<file path="src/rtl/sipo_deframer.sv">
// ---------------------------------------------------------------------------
// sipo_deframer
// Serial-to-parallel receive stage. It takes an MSB-first serial stream, one
// qualified bit per bit_valid edge, and rebuilds WIDTH-bit words that line up
// with a frame-start strobe. Each finished word goes into a one-entry
// valid/ready output buffer. If a word finishes while that buffer is still
// full, the word is dropped and the sticky overrun flag is set.
//
// Ports:
//   clk          rising-edge clock
//   rst_n        asynchronous active-low reset
//   start        frame-start strobe, only meaningful when bit_valid=1
//   bit_valid    serial_in is sampled on this edge
//   serial_in    serial data, MSB first
//   out_ready    consumer takes the buffered word on this edge
//   parallel_out assembled word, held stable while out_valid=1
//   out_valid    parallel_out holds a word not yet delivered
//   busy         a frame is partially received
//   overrun      sticky, a completed word was dropped (cleared by reset only)
// ---------------------------------------------------------------------------
module sipo_deframer #(
   parameter int WIDTH = 4
) (
   input  logic             clk,
   input  logic             rst_n,
   input  logic             start,
   input  logic             bit_valid,
   input  logic             serial_in,
   input  logic             out_ready,
   output logic [WIDTH-1:0] parallel_out,
   output logic             out_valid,
   output logic             busy,
   output logic             overrun
);

   localparam int CW = $clog2(WIDTH);

   typedef enum logic {
      IDLE  = 1'b0,
      SHIFT = 1'b1
   } state_t;

   state_t           state;
   logic [WIDTH-2:0] sh;
   logic [CW-1:0]    count;

   logic             completion;
   logic             buf_free;
   logic [WIDTH-1:0] word;

   // The shift register holds only the WIDTH-1 bits collected so far. The
   // final bit arrives on serial_in at the completion edge and is joined to
   // them there, so no register bit is ever unused.
   assign word       = {sh, serial_in};
   assign completion = (state == SHIFT) && bit_valid && !start &&
                       (count == CW'(WIDTH - 1));
   assign buf_free   = !out_valid || out_ready;

   // busy comes straight from the state register, so it has no path from
   // any input.
   assign busy = (state == SHIFT);

   // Frame assembly and the output buffer are kept in one block.
   // In both IDLE and SHIFT, a start bit places serial_in at bit 0 of sh.
   // After WIDTH-2 further shifts it reaches the top of sh, which makes it
   // the MSB of the finished word. A start seen in SHIFT discards the
   // partial word and restarts the frame. At completion the word goes into
   // the buffer if the buffer is empty or being emptied on this same edge.
   // Otherwise the word is dropped and overrun is set.
   always_ff @(posedge clk or negedge rst_n) begin
      if (!rst_n) begin
         state        <= IDLE;
         sh           <= '0;
         count        <= '0;
         parallel_out <= '0;
         out_valid    <= 1'b0;
         overrun      <= 1'b0;
      end else begin
         case (state)
            IDLE: begin
               if (bit_valid && start) begin
                  sh    <= (WIDTH-1)'(serial_in);
                  count <= CW'(1);
                  state <= SHIFT;
               end
            end
            SHIFT: begin
               if (bit_valid) begin
                  if (start) begin
                     sh    <= (WIDTH-1)'(serial_in);
                     count <= CW'(1);
                  end else if (completion) begin
                     count <= '0;
                     state <= IDLE;
                  end else begin
                     sh    <= word[WIDTH-2:0];
                     count <= count + CW'(1);
                  end
               end
            end
            default: begin
               state <= IDLE;
               count <= '0;
            end
         endcase

         if (completion) begin
            if (buf_free) begin
               parallel_out <= word;
               out_valid    <= 1'b1;
            end else begin
               overrun <= 1'b1;
            end
         end else if (out_valid && out_ready) begin
            out_valid <= 1'b0;
         end
      end
   end

endmodule

</file>
<file path="config.mk">
export PLATFORM = sky130hd
export DESIGN_NAME = sipo_deframer
export DESIGN_NICKNAME = d
export VERILOG_FILES = /design/src/rtl/sipo_deframer.sv
export SDC_FILE = /design/constraint.sdc
export NUM_CORES = 1
export LEC_CHECK = 0
export CAP_MARGIN = 20
export CELL_PAD_IN_SITES_DETAIL_PLACEMENT = 0
export CELL_PAD_IN_SITES_GLOBAL_PLACEMENT = 1
export CORE_AREA = 2 2 42 44
export CTS_CLUSTER_DIAMETER = 120
export DETAILED_ROUTE_END_ITERATION = 8
export DIE_AREA = 0 0 44 46
export GPL_TIMING_DRIVEN = 0
export PLACE_DENSITY_LB_ADDON = 0.1
export SLEW_MARGIN = 20
export SYNTH_ARGS = -nofsm -noshare
export SYNTH_HDL_FRONTEND = slang
export SYNTH_SLANG_ARGS = --single-unit
</file>
<file path="constraint.sdc">
create_clock -name clk -period 1.76 [get_ports clk]
set_input_delay 0.44 -clock clk [delete_from_list [all_inputs] [get_ports clk]]
set_output_delay 0.44 -clock clk [all_outputs]
set_load 0.03 [all_outputs]
</file>
==> run summary <==
status -> complete, no violations
Tightest Pin Transition -> 0.5412 ns
initial drt markers -> 2
post-layout util -> 43.02%
DP Wirelength -> 768.1 um
Final Setup Violations -> 0
starting density of the core -> 31.47%
mapped cell area -> 508.0 um2
placed instance area -> 649.4 um2
vias in the first global route -> 385
DR pass1 iterations -> 4
Worst Setup End Kind -> output port
Die Ht -> 46 um
Die Width -> 44 um
final design area excluding fillers -> 694.4 um2
Crit. path cell count -> 1
clk_skew -> 0.003353 ns
clk sinks -> 12
Worst Path Arrival -> 1.29 ns
CTS Hold Bufs -> 0
first-pass GRT wire length -> 1649 um
fin crit share -> 98.25%
Post-Place Cells -> 68
final WL -> 986 um
Clk network pwr share -> 19.8%
num ports -> 13
port buffer count -> 12
vias per cell -> 5.111
CP max FO -> 2
final non-filler cell total -> 72
Worst-path clk slew -> 0.08 ns
H-tree Lvls -> 1
switching part of the total -> 36.17%
RSZ-0062 raised after global routing -> no
Hold Startpoint -> overrun$_DFFE_PN0P_
Mapped Nets -> 46
antenna violations before repair -> 0
All-Layer GR Usage -> 11.70%
pre-CTS WS -> -0.2081 ns
number of buffers created by CTS -> 3
Slew Viols, Final -> 0
# rows -> 15
Die ar. -> 2024 um2
Multi-input gate area -> 203.9 um2
grt total ovfl -> 0
WS Path Type -> flop to output port
number of library cell types mapped by synthesis -> 18
R2R depth -> 4
Fin Setup TNS -> 0 ns
Slowest Stage Delay on Critical Path -> 0.67 ns
core region area -> 1614 um2
setup ws final -> 0.03077 ns
CTS root buf -> clkbuf_4
slew margin rel. -> 63.80%
minimum clock period -> 1.729 ns
Hold Path Depth -> 1
largest net degree at the start of global routing -> 13
flip-flop and latch count after synthesis -> 12
reg2reg end -> parallel_out[2]$_DFFE_PN0P_
ant diodes -> 0
Top delay family on crit path -> buffers and inverters
startpoint types -> flop
clk buf depth -> 2
CP max-delay cell -> clkdlybuf4s50_1
Sequential Power Share -> 40.0%
worst-case hold path end point -> overrun$_DFFE_PN0P_
Leak Pwr -> 0.3684 nW
Avg Synthesized Cell Area -> 13.03 um2
Fillers -> 149
VDD IR-drop max -> 0.5924 mV
Final #Nets -> 63
Int Power -> 709.5 uW
pwr dens -> 1601 nW/um2
Clk Latency, worst-skew pair -> 0.27 ns
max-cap violations -> 0
via count -> 368
Worst Path Required -> 1.32 ns
CTS tree -> yes
Worst Hold Class -> flop to flop
r2r setup slk -> 0.25 ns
RD Place Congestion -> 0.7755
layout cells sized above 1 -> 20.00%
worst reg2reg startpoint -> count[0]$_DFFE_PN0P_
P_sw -> 402.1 uW
Yosys warnings -> 0
sequential fraction of the synthesis area -> 59.11%
remaining routing DRC violations -> 0
synthesis-to-layout area growth -> 36.70%
Hold Fails Final Rpt -> 0
highest clock rate -> 578.3 MHz
ANT nets after route -> 0
WL/cell -> 13.69 um
Reg area -> 300.3 um2
Power, Total -> 1.112 mW
combinational power share -> 40.2%
Hold WS -> 0.4844 ns
Crit path buffers/inverters -> 1
cell chain of the critical path -> clkdlybuf4s50_1
Gate Count Post-Synth -> 39
[power by group through the flow]
| stage | logic, mW | registers, mW | clock network [mW] |
|---|---|---|---|
| floorplan | 0.170 | 0.557 | 0 |
| global placement | 0.446 | 0.439 | 0 |
| detailed placement | 0.464 | 0.451 | 0 |
| CTS | 0.459 | 0.445 | 0.223 |
| global route | 0.479 | 0.457 | 0.236 |
| finish | 0.447 | 0.444 | 0.220 |
[metal layers]
layer / track usage (%) / share of wire, % / wire length, um / vias to the layer above
li1: - / - / - / 174
met5: 0 / 0 / 0 / -
met1: 12.35 / 41 / 402 / 176
met2: 19.41 / 50 / 495 / 14
met4: 7.273 / 1.9 / 19 / 0
met3: 4.762 / 7.0 / 69 / 4
[Yosys cell counts]
cell type  count  area, um2
nand3_1        1      5.000
nand2_1        5      18.77
mux2_2         5      56.30
dfrtp_1       12      300.3
o22ai_1        1      6.260
o21ai_0        1      5.000
o21bai_1       1      7.510
nand2b_1       1      6.260
ha_1           1      12.51
nor2b_1        1      6.260
o21a_1         1      7.510
inv_1          1      3.750
o21ai_1        1      5.000
nor3_1         1      5.000
nor2b_4        1      13.76
nand4b_2       1      15.01
nor3b_1        1      7.510
a22o_1         3      26.28
[worst max path at each step]
stage | startpoint | end | slack [ns]
floorplan | busy$_DFF_PN0_ | parallel_out[0]$_DFFE_PN0P_ | 0.34
global placement | bit_valid | parallel_out[1]$_DFFE_PN0P_ | -0.16
detailed placement | bit_valid | parallel_out[2]$_DFFE_PN0P_ | -0.21
CTS | parallel_out[2]$_DFFE_PN0P_ | parallel_out[2] | 0.02
global route | parallel_out[3]$_DFFE_PN0P_ | parallel_out[3] | 0.0004
finish | parallel_out[3]$_DFFE_PN0P_ | parallel_out[3] | 0.03
[what timing repair did]
action / in CTS / in global routing
endpoints found under the setup margin: 1 / 7
gates resized for setup: 1 / 4
setup buffers: 0 / 0
[final cells by class]
| class | count | area share (%) |
|---|---|---|
| flip-flops and latches | 12 | 43.24 |
| multi-input cells | 26 | 29.37 |
| repair buffers | 12 | 18.56 |
| clock buffers | 4 | 5.225 |
| well taps | 17 | 3.063 |
| inverters | 1 | 0.5405 |
[cells in the final DEF (no fill, tap or decap)]
| cell type | count |
|---|---|
| nor2b_4 | 1 |
| mux2_2 | 5 |
| clkbuf_8 | 1 |
| nor2b_1 | 1 |
| nor3b_1 | 1 |
| nand4b_2 | 1 |
| dlygate4sd2_1 | 1 |
| a22o_1 | 3 |
| o21ai_1 | 1 |
| ha_1 | 1 |
| inv_1 | 1 |
| o21bai_1 | 1 |
| o21a_1 | 1 |
| o22ai_1 | 1 |
| nor3_1 | 1 |
| o21ai_0 | 1 |
| nand3_1 | 1 |
| clkbuf_4 | 3 |
| clkdlybuf4s50_1 | 7 |
| nand2b_1 | 1 |
| dlymetal6s2s_1 | 4 |
| dfrtp_1 | 12 |
| nand2_1 | 5 |
[logic make-up after synthesis]
kind of cell             share of synthesized area (%)
AND/OR/NAND/NOR                                  15.27
flip-flops                                       59.11
AO/OA/AOI/OAI                                    11.33
multiplexers                                     11.08
buffers and inverters                           0.7382
adder cells (fa/ha/maj)                          2.463
[sequential cells by signal, summed over array words and instances (netlist names)]
signal,flops
parallel_out,4
out_valid,1
sh,3
count,2
busy,1
overrun,1
Power figures use the tool's default switching activity.
